### config.mk
export PLATFORM = sky130hd
export DESIGN_NAME = hex_counter_display
export DESIGN_NICKNAME = d
export VERILOG_FILES = /design/src/rtl/hex_counter_display.sv
export SDC_FILE = /design/constraint.sdc
export NUM_CORES = 1
export LEC_CHECK = 0
export CAP_MARGIN = 10
export CORE_MARGIN = 2
export CORE_UTILIZATION = 54
export DETAILED_ROUTE_END_ITERATION = 6
export HOLD_SLACK_MARGIN = 0.12
export PLACE_DENSITY = 0.75
export REMOVE_ABC_BUFFERS = 1
export SYNTH_ARGS = -nofsm -noshare
export SYNTH_HDL_FRONTEND = slang
export SYNTH_SLANG_ARGS = --single-unit
### constraint.sdc
create_clock -name clk_clk -period 9.5 [get_ports clk_clk]
set_input_delay 1.425 -clock clk_clk [delete_from_list [all_inputs] [get_ports clk_clk]]
set_output_delay 1.425 -clock clk_clk [all_outputs]
set_load 0.005 [all_outputs]
### src/rtl/hex_counter_display.sv
// 6-digit BCD up/down event counter driven by a PIO control word, shown on six active-low 7-segment displays.
// Latency: ctrl sampled at E0 -> counter at E1 -> hex at E2; no backpressure, outputs free-running.
module hex_counter_display #(
  parameter int unsigned TICK_BASE = 50000000,
  parameter bit          BLANK_LZ  = 1'b0
) (
  input  logic       clk_clk,
  input  logic       reset_reset_n,
  input  logic [5:0] displays_ctrl,
  output logic [6:0] hex0,
  output logic [6:0] hex1,
  output logic [6:0] hex2,
  output logic [6:0] hex3,
  output logic [6:0] hex4,
  output logic [6:0] hex5,
  output logic       tick,
  output logic       wrap
);

  localparam logic [6:0] SEG_ZERO  = 7'h40;
  localparam logic [6:0] SEG_BLANK = 7'h7F;
  localparam logic [6:0] HEX_RST_HI = BLANK_LZ ? SEG_BLANK : SEG_ZERO;

  logic [5:0]       ctrl_q, ctrl_q2;
  logic [31:0]      presc_q, presc_d;
  logic [5:0][3:0]  digits_q, digits_d;
  logic             tick_q, tick_d;
  logic             wrap_q, wrap_d;
  logic [5:0][6:0]  hex_q, hex_d;

  logic             clr_edge;
  logic             rate_chg;
  logic             step;
  logic [31:0]      period;
  logic             carry;
  logic             zero_above;

  function automatic logic [6:0] seg7(input logic [3:0] d);
    logic [6:0] s;
    case (d)
      4'd0:    s = 7'h40;
      4'd1:    s = 7'h79;
      4'd2:    s = 7'h24;
      4'd3:    s = 7'h30;
      4'd4:    s = 7'h19;
      4'd5:    s = 7'h12;
      4'd6:    s = 7'h02;
      4'd7:    s = 7'h78;
      4'd8:    s = 7'h00;
      4'd9:    s = 7'h10;
      default: s = 7'h7F;
    endcase
    return s;
  endfunction

  assign clr_edge = ctrl_q[2] & ~ctrl_q2[2];
  assign rate_chg = (ctrl_q[5:3] != ctrl_q2[5:3]);

  // Fast rates on a small TICK_BASE shift to zero; clamp so the counter still steps every cycle.
  always_comb begin
    period = 32'(TICK_BASE) >> ctrl_q[5:3];
    if (period == 32'd0) begin
      period = 32'd1;
    end
  end

  always_comb begin
    presc_d = presc_q + 32'd1;
    step    = 1'b0;
    if (!ctrl_q[0] || rate_chg || clr_edge) begin
      presc_d = 32'd0;
    end else if (presc_q == period - 32'd1) begin
      presc_d = 32'd0;
      step    = 1'b1;
    end
  end

  always_comb begin
    digits_d = digits_q;
    tick_d   = 1'b0;
    wrap_d   = 1'b0;
    carry    = 1'b0;
    if (clr_edge) begin
      digits_d = '0;
    end else if (step) begin
      tick_d = 1'b1;
      carry  = 1'b1;
      for (int i = 0; i < 6; i++) begin
        if (carry) begin
          if (!ctrl_q[1]) begin
            if (digits_q[i] == 4'd9) begin
              digits_d[i] = 4'd0;
            end else begin
              digits_d[i] = digits_q[i] + 4'd1;
              carry       = 1'b0;
            end
          end else begin
            if (digits_q[i] == 4'd0) begin
              digits_d[i] = 4'd9;
            end else begin
              digits_d[i] = digits_q[i] - 4'd1;
              carry       = 1'b0;
            end
          end
        end
      end
      wrap_d = carry;
    end
  end

  // Scan from the most significant digit so each position knows whether everything above it is zero.
  always_comb begin
    hex_d      = '0;
    zero_above = 1'b1;
    for (int k = 5; k >= 0; k--) begin
      zero_above = zero_above & (digits_q[k] == 4'd0);
      if (BLANK_LZ && (k != 0) && zero_above) begin
        hex_d[k] = SEG_BLANK;
      end else begin
        hex_d[k] = seg7(digits_q[k]);
      end
    end
  end

  always_ff @(posedge clk_clk or negedge reset_reset_n) begin
    if (!reset_reset_n) begin
      ctrl_q   <= '0;
      ctrl_q2  <= '0;
      presc_q  <= '0;
      digits_q <= '0;
      tick_q   <= 1'b0;
      wrap_q   <= 1'b0;
      hex_q[0] <= SEG_ZERO;
      for (int k = 1; k < 6; k++) begin
        hex_q[k] <= HEX_RST_HI;
      end
    end else begin
      ctrl_q   <= displays_ctrl;
      ctrl_q2  <= ctrl_q;
      presc_q  <= presc_d;
      digits_q <= digits_d;
      tick_q   <= tick_d;
      wrap_q   <= wrap_d;
      hex_q    <= hex_d;
    end
  end

  assign hex0 = hex_q[0];
  assign hex1 = hex_q[1];
  assign hex2 = hex_q[2];
  assign hex3 = hex_q[3];
  assign hex4 = hex_q[4];
  assign hex5 = hex_q[5];
  assign tick = tick_q;
  assign wrap = wrap_q;

endmodule

==> flow_summary_export.csv <==
group,metric,value,unit
critical_path,worstPathArrival,4.92,ns
routing,vias,5677,
placed_design,place_inst,955,
critical_path,start_kind,"flop",
timing,fin_crit,4.68,ns
critical_path,crit_fanout,37,
placed_design,placed_area,0.00730,sq mm
critical_path,crit_type,"reg2reg",
timing,setup_tns,0,ns
placed_design,io_buffers,51,
critical_path,critPathTopFamily,"simple AND/OR/NAND/NOR gates",
yosys,synth_top_area_share,0.385,
power_and_ir_drop,cellLeakagePower,0.00318,uW
layout,fillCellCount,1019,
grt,grt_max_degree,61,
yosys,synth_common_cells,"dfrtp_1, nor2_1, nand2_1",
grt,grt_pass1_wl,25100,um
timing,period_share,0.492,
timing,final_max_slew_viol_count,0,
grt,grt_pass1_vias,5295,
critical_path,cpMaxStageDelayCell,"dfrtp_1",
power_and_ir_drop,finalPower,999,uW
grt,grtUsageTotal,0.234,
layout,nets,838,
routing,routed_wl,14900,um
yosys,synthFlopType,"dfrtp_1",
floorplan,io-pin-count,52,
floorplan,core-area,0.0121,sq mm
layout,antenna_cells,0,
timing,max-slew-margin-rel,0.292,
critical_path,required,9.75,ns
layout,drive_above_1_share,0.0635,
routing,wl_per_cell,15.3,um
routing,first_pass_iters,7,
clock_tree,clk_pin_slew,0.07,ns
yosys,netlist_area,0.00676,sq mm
timing,worstMarginPinSlew,1.06,ns
yosys,synth_area_leaders,"dfrtp_1, ha_1, nor2_1",
layout,finalNonFillerCells,971,
layout,multi_input_area,0.00365,sq mm
clock_tree,cts.sinks,110,
yosys,async_flop_share,1.00,
clock_tree,clock_latency,0.36,ns
yosys,syn_inst,777,
routing,first_iter_violations,339,
grt,grt_overflow,0,
layout,final_util,0.627,
yosys,synth_edf_count,0,
floorplan,dieWidth,116,um
critical_path,worstPathBufferInverterCount,1,
routing,ant_nets,0,
placed_design,place_congestion,0.942,
layout,ff_latch_area,0.00276,sq mm
critical_path,cp_slowest_stage_delay,1.05,ns
clock_tree,cts_setup_buffers,0,
clock_tree,root_buffer,"clkbuf_16",
floorplan,start_util,0.558,
floorplan,rows,40,
timing,rsz0062_at_grt,"false",
hold_path,hp-class,"reg2reg",
floorplan,die_h,116,um
clock_tree,cts_buffer_depth,2,
routing,drc,0,
critical_path,cp-end-kind,"flop",
routing,vias_per_cell,5.85,
power_and_ir_drop,ir_worst_vdd,0.0000928,V
clock_tree,cts_tree,"done",
yosys,ys_types,73,
clock_tree,cts_repair_resize_count,0,
power_and_ir_drop,p_per_area,132,mW/mm^2
clock_tree,htreeDepth,3,
yosys,ys_warn_count,0,
yosys,synth.most_common_cell,"dfrtp_1",
timing,hold_viol_final,0,
yosys,yosys_register_bits,110,
yosys,ys_seq_area_frac,0.408,
run,maxCapViolCount,0,
layout,areaGrowthSynthToFinish,12.3,%
timing,setup_viol,0,
yosys,synth_top_area_cell,"dfrtp_1",
yosys,avgSynthCellArea,8.70,sq um
clock_tree,cts_buffers,9,
placed_design,dp_hpwl,10300,um
timing,finClkSkew,0.00774,ns
timing,fmax,214,MHz
grt,antenna_found_initial,0,
floorplan,dieArea,0.0134,sq mm
clock_tree,holdBufCountCts,0,
layout,stdcell_area,0.00759,sq mm
run_status,outcome,"complete, no violations",
critical_path,cp_cell_sequence,"inv_1 -> nand3_1 -> ha_1 -> or4b_2 -> nand4_1 -> xor2_1 -> or4b_1 -> nor4_4 -> nor4b_4 -> o211ai_1 -> o211a_1",
-- through the flow --
stage / hold slack [ns] / worst slack [ns]
2_1_floorplan: 0.368 / 5.51
6_report: 0.397 / 4.82
3_3_place_gp: 0.378 / 5.14
5_1_grt: 0.427 / 4.46
4_1_cts: 0.405 / 4.85
3_5_place_dp: 0.387 / 4.87
-- logic make-up after synthesis --
group                      after synthesis  share of synthesized area
and+or+nand+nor                        321                      0.240
AOI/OAI and AO/OA                      169                      0.152
DFF                                    110                      0.408
buffers and inverters                   81                     0.0516
xor gates and xnor gates                46                     0.0596
adders and majority gates               32                     0.0592
muxes                                   18                     0.0292
-- sequential cells by signal (all words and copies together) (netlist names) --
name	flops
hex1	7
hex0	7
wrap	1
hex5	7
ctrl_q2	4
digits_q	24
ctrl_q	6
hex4	7
hex3	7
tick	1
hex2	7
presc_q	32
-- worst paths after layout --
kind	start	end	slack, ns	cells past startpoint
max	ctrl_q[3]$_DFF_PN0_	digits_q[16]$_DFFE_PN0P_	4.82	11
min	ctrl_q[2]$_DFF_PN0_	ctrl_q2[2]$_DFF_PN0_	0.40	0
max reg2reg	ctrl_q[3]$_DFF_PN0_	digits_q[16]$_DFFE_PN0P_	4.82	11
min reg2reg	ctrl_q[2]$_DFF_PN0_	ctrl_q2[2]$_DFF_PN0_	0.40	0
max in group asynchronous	reset_reset_n	presc_q[30]$_DFF_PN0_	7.22	2
min in group asynchronous	reset_reset_n	hex1[1]$_DFF_PN0_	1.07	1
-- layer usage --
metal	routed length, um	GRT usage	vias up	part of all wire
li1	-	-	2764	-
met2	7180	0.377	143	0.48
met4	245	0.0873	0	0.016
met5	0	0	-	0
met3	612	0.0424	20	0.041
met1	6820	0.316	2750	0.46
-- power by group --
part           internal [uW]  switching, uW
clock network            212            165
registers                487           19.5
logic                   53.7           61.5
total                    753            246
-- area by class of cell --
class | instances | area share
timing repair buffer | 56 | 0.0719
clock buffer | 14 | 0.0335
inverter | 35 | 0.0173
sequential | 110 | 0.364
multi-input combinational | 586 | 0.481
clock inverter | 2 | 0.00462
tap | 168 | 0.0277
-- cell usage in the layout (no fill, tap or decap), types with 4 or more instances in the layout --
| cell type | count |
|---|---|
| nand2_1 | 75 |
| and3_1 | 7 |
| o21ai_0 | 44 |
| dfrtp_1 | 104 |
| nor2_1 | 100 |
| dfstp_2 | 6 |
| inv_1 | 33 |
| nor4_1 | 7 |
| clkbuf_16 | 9 |
| xnor2_1 | 20 |
| nand2b_1 | 9 |
| clkdlybuf4s50_1 | 50 |
| nor2b_1 | 11 |
| nand3_1 | 33 |
| nand4_1 | 12 |
| or2_2 | 6 |
| clkbuf_1 | 4 |
| nor3_1 | 21 |
| mux2_2 | 4 |
| xor2_1 | 26 |
| a21oi_1 | 57 |
| ha_1 | 32 |
| o22ai_1 | 6 |
| or3_1 | 4 |
| a211o_1 | 4 |
| a31oi_1 | 15 |
| o211ai_1 | 10 |
| mux2i_1 | 13 |
| or4_1 | 4 |
| buf_4 | 6 |
Note: power is estimated with default switching activity, not from simulation.
